<file path="src/rtl/bcd_pkg.sv">
// Shared types and constants for the sequential packed-BCD adder.
package bcd_pkg;

  typedef enum logic [1:0] {
    IDLE = 2'd0,
    RUN  = 2'd1,
    DONE = 2'd2
  } state_t;

  localparam int BCD_MAX = 9;
  localparam int BCD_ADJ = 6;
  localparam int DIGIT_W = 4;

endpackage

</file>
<file path="src/rtl/bcd_digit_add.sv">
// Single-digit BCD add stage: binary add, then +6 correction above nine.
module bcd_digit_add
  import bcd_pkg::*;
(
  input  logic [DIGIT_W-1:0] a_d,
  input  logic [DIGIT_W-1:0] b_d,
  input  logic               c,
  output logic [DIGIT_W-1:0] digit,
  output logic               c_out
);

  logic [DIGIT_W:0] w_s;
  logic             w_gt;

  assign w_s   = {1'b0, a_d} + {1'b0, b_d} + {{DIGIT_W{1'b0}}, c};
  assign w_gt  = (w_s > (DIGIT_W+1)'(BCD_MAX));
  // Correction wraps mod 16, so non-BCD inputs still give a deterministic digit.
  assign digit = w_gt ? (w_s[DIGIT_W-1:0] + DIGIT_W'(BCD_ADJ)) : w_s[DIGIT_W-1:0];
  assign c_out = w_gt;

endmodule

</file>
<file path="src/rtl/bcd_seq_add_ctrl.sv">
// Digit-serial packed-BCD adder controller, LSD first, one digit per clock.
// Define BCD_CHECK_EN to flag operand digits above nine on err.
module bcd_seq_add_ctrl
  import bcd_pkg::*;
#(
  parameter int NDIG = 4
)(
  input  logic                    clk,
  input  logic                    rst_n,
  input  logic                    start,
  input  logic [DIGIT_W*NDIG-1:0] a,
  input  logic [DIGIT_W*NDIG-1:0] b,
  input  logic                    cin,
  output logic                    busy,
  output logic                    done,
  output logic [DIGIT_W*NDIG-1:0] sum,
  output logic                    cout,
  output logic                    err
);

  localparam int IDX_W = (NDIG > 1) ? $clog2(NDIG) : 1;
  localparam int W     = DIGIT_W * NDIG;

  state_t               r_state;
  logic [IDX_W-1:0]     r_idx;
  logic [W-1:0]         r_a;
  logic [W-1:0]         r_b;
  logic [W-1:0]         r_work;
  logic                 r_carry;
  logic                 r_busy;
  logic                 r_done;
  logic [W-1:0]         r_sum;
  logic                 r_cout;

  logic [DIGIT_W-1:0]   w_a_d;
  logic [DIGIT_W-1:0]   w_b_d;
  logic [DIGIT_W-1:0]   w_digit;
  logic                 w_carry;

  assign w_a_d = r_a[r_idx*DIGIT_W +: DIGIT_W];
  assign w_b_d = r_b[r_idx*DIGIT_W +: DIGIT_W];

  bcd_digit_add u_digit_add (
    .a_d   (w_a_d),
    .b_d   (w_b_d),
    .c     (r_carry),
    .digit (w_digit),
    .c_out (w_carry)
  );

`ifdef BCD_CHECK_EN
  logic r_err_acc;
  logic r_err;
  logic w_bad;
  assign w_bad = (w_a_d > DIGIT_W'(BCD_MAX)) || (w_b_d > DIGIT_W'(BCD_MAX));
  assign err   = r_err;
`else
  assign err = 1'b0;
`endif

  always_ff @(posedge clk or negedge rst_n) begin
    if (!rst_n) begin
      r_state <= IDLE;
      r_idx   <= '0;
      r_a     <= '0;
      r_b     <= '0;
      r_work  <= '0;
      r_carry <= 1'b0;
      r_busy  <= 1'b0;
      r_done  <= 1'b0;
      r_sum   <= '0;
      r_cout  <= 1'b0;
`ifdef BCD_CHECK_EN
      r_err_acc <= 1'b0;
      r_err     <= 1'b0;
`endif
    end else begin
      r_done <= 1'b0;
      case (r_state)
        IDLE: begin
          if (start) begin
            r_a     <= a;
            r_b     <= b;
            r_carry <= cin;
            r_idx   <= '0;
            r_work  <= '0;
            r_busy  <= 1'b1;
            r_state <= RUN;
`ifdef BCD_CHECK_EN
            r_err_acc <= 1'b0;
`endif
          end
        end
        RUN: begin
          r_work[r_idx*DIGIT_W +: DIGIT_W] <= w_digit;
          r_carry <= w_carry;
`ifdef BCD_CHECK_EN
          r_err_acc <= r_err_acc | w_bad;
`endif
          if (r_idx == IDX_W'(NDIG-1)) begin
            r_state <= DONE;
          end else begin
            r_idx <= r_idx + IDX_W'(1);
          end
        end
        DONE: begin
          // Results become visible together with the done pulse, one edge after the last digit.
          r_sum   <= r_work;
          r_cout  <= r_carry;
          r_done  <= 1'b1;
          r_busy  <= 1'b0;
          r_state <= IDLE;
`ifdef BCD_CHECK_EN
          r_err <= r_err_acc;
`endif
        end
        default: begin
          r_state <= IDLE;
          r_busy  <= 1'b0;
        end
      endcase
    end
  end

  assign busy = r_busy;
  assign done = r_done;
  assign sum  = r_sum;
  assign cout = r_cout;

endmodule

</file>
<file path="config.mk">
export PLATFORM = sky130hd
export DESIGN_NAME = bcd_seq_add_ctrl
export DESIGN_NICKNAME = d
export VERILOG_FILES = /design/src/rtl/bcd_pkg.sv /design/src/rtl/bcd_digit_add.sv /design/src/rtl/bcd_seq_add_ctrl.sv
export SDC_FILE = /design/constraint.sdc
export NUM_CORES = 1
export LEC_CHECK = 0
export CAP_MARGIN = 20
export CORE_MARGIN = 5
export CORE_UTILIZATION = 53
export CTS_BUF_LIST = sky130_fd_sc_hd__clkbuf_16
export DETAILED_ROUTE_END_ITERATION = 16
export PLACE_DENSITY = 0.81
export SYNTH_ARGS = -nofsm -noshare
export SYNTH_HDL_FRONTEND = slang
export SYNTH_SLANG_ARGS = --single-unit
</file>
<file path="constraint.sdc">
create_clock -name clk -period 4.8 [get_ports clk]
set_input_delay 0.96 -clock clk [delete_from_list [all_inputs] [get_ports clk]]
set_output_delay 0.96 -clock clk [all_outputs]
set_load 0.01 [all_outputs]
</file>
==> impl_metrics.tcl <==
set metrics [dict create \
    status "complete, no violations" \
    grt_pass1_vias 2156 \
    r2r_slack_ns 1.19 \
    diodes 0 \
    drc_errors 0 \
    synth-seq-cells 72 \
    min_period_ns 3.61 \
    overflow 0 \
    wirelength_mm 6.22 \
    post_cts_buffers 0 \
    rsz0062_at_grt "no" \
    grt_pass1_wl_mm 10.5 \
    hold_class "flop to flop" \
    synthFlopType "dfrtp_1" \
    crit_type "flop to flop" \
    fillers 418 \
    h-tree-depth 3 \
    relSlewSlack_pct 46.7 \
    vias 2092 \
    viasPerCell 5.42 \
    synth-async-reset-ratio_pct 100 \
    dpl.hpwl_mm 4.64 \
    fin_nets 355 \
    port_buffers 54 \
    clk_latency_ns 0.32 \
    max_freq_ghz 0.277 \
    ios 56 \
    final_common_cell "dfrtp_1" \
    drive_gt1_share_pct 21.5 \
    synth_nets 297 \
    syn2layout_area_growth_pct 25.9 \
    rows 28 \
    first_pass_iters 4 \
    tritoncts "built" \
    cts.sinks 72 \
    final_cell_mix "dfrtp_1, clkdlybuf4s50_1, mux2_2" \
    synth_edf_count 0 \
    die_w_um 88.8 \
    fin_crit_sh_pct 75.2 \
    hold_viol 0 \
    worstPathArrival_ns 3.86 \
    post_drt_wl_per_cell_um 16.1 \
    netlist.area_leader.share_pct 54.7 \
    whs_ns 0.480 \
    synth_cell_type_count 42 \
    syn_area_per_cell_sq_um 13.2 \
    clk_pin_slew_ns 0.05 \
    cp_max_fo 6 \
    yosysSeqAreaShare_pct 54.7 \
    setup_viol 0 \
    hold_buffers 0 \
    core_area_sq_um 5990 \
    clock_tree.root_cell "clkbuf_16" \
    ctsResizeCount 0 \
    synthTopCellsByArea "dfrtp_1, mux2_2, mux4_2, mux2_1, ha_1" \
    ant_nets 0 \
    synth.largest_area_cell "dfrtp_1" \
    track_usage_pct 17.7 \
    tightestPinTransition_ns 0.800 \
    die_area_sq_um 7890 \
    die_h_um 88.8 \
    cap_violations 0 \
    antenna_found_initial 0 \
    worstSetupEndpointType "flop" \
    start_util_pct 54.9 \
    syn-cell-area_sq_um 3290 \
    grt_max_degree 38 \
    syn_inst 250 \
    first_iter_violations 135 \
    gp_congestion 0.911 \
    drv_slew 0 \
    clock_skew_ns 0.00697 \
    cts_inserted_buffers 9 \
    crit_path_start_kind "flop" \
    finalSetupTns_ns 0 \
    synth_warnings 0 \
    worstPathRequired_ns 5.05 \
    cts_max_path_buffers 2 \
]
## metrics by stage
stage	cell area [sq um]	cells	utilization (%)	setup WS, ns
detailed placement	3900	372	65.1	1.18
finish	4150	386	69.2	1.19
floorplan	3290	250	-	1.35
global route	4150	386	69.2	1.02
global placement	3900	372	65.1	1.29
CTS	4150	386	69.2	1.18
## synthesized netlist by cell type (3+ instances only)
cell       n
dfrtp_1   72
a21o_1     3
nand3_1    7
inv_1      7
o21ai_0    4
ha_1       9
o21ai_1   15
nand2b_1   3
mux4_2     8
mux2_1    11
a21oi_1    3
clkbuf_1   3
nand2_1   29
mux2_2    38
buf_2      6
## cells by family (layout without fill, tap and decap cells)
| kind of cell | after synthesis | after routing | share of synthesized area [%] |
|---|---|---|---|
| flip-flops | 72 | 72 | 54.7 |
| multiplexers | 58 | 58 | 22.5 |
| AND/OR/NAND/NOR | 54 | 54 | 8.21 |
| AO/OA/AOI/OAI | 36 | 36 | 6.99 |
| buffers and inverters | 17 | 78 | 2.28 |
| adder cells (fa/ha/maj) | 11 | 11 | 4.64 |
| other | 1 | 1 | 0.114 |
| XOR/XNOR | 1 | 1 | 0.494 |
## worst max-delay path, cell delays in order, from the launching register on
cell	delay, ns
dfrtp_1	0.53
mux4_2	0.57
fa_1	0.45
fa_1	0.44
xor2_2	0.27
inv_1	0.07
ha_1	0.24
and2b_4	0.19
or3_1	0.34
o221a_2	0.28
o21ai_1	0.14
## final timing paths
check	end	depth (start not counted)	from
min in group asynchronous	sum[15]	1	rst_n
max in group asynchronous	r_a[9]	2	rst_n
worst min register to register	r_a[6]	1	r_a[6]
worst max register to register	r_work[2]	10	r_idx[0]
worst min-delay path	r_a[6]	1	r_a[6]
worst max-delay path	r_work[2]	10	r_idx[0]
## sequential cells by signal, indices dropped and copies added, names as in the netlist
register,count
r_a,16
r_b,16
r_work,16
sum,16
r_idx,2
r_state,2
busy,1
cout,1
done,1
r_carry,1
## layer usage
layer  wire length [um]  up-vias  share of wire (%)  global-route usage (%)
met5                  0        -                  0                       0
met4                102        0                1.6                    6.04
met3                400       11                6.4                    5.49
met2               3120       66                 50                    29.3
met1               2590     1012                 42                    22.1
li1                   -     1003                  -                       -
## area by class of cell
| type | instances | area, sq um | area share, % |
|---|---|---|---|
| clock buffer | 9 | 225 | 5.43 |
| timing repair buffer | 57 | 558 | 13.5 |
| tap | 75 | 93.8 | 2.26 |
| clock inverter | 5 | 18.8 | 0.453 |
| sequential | 72 | 1800 | 43.5 |
| inverter | 7 | 26.3 | 0.634 |
| multi-input combinational | 161 | 1420 | 34.3 |
Power is not shown: default switching activity piles up to over one toggle a cycle in this logic, so the estimate is an artifact.
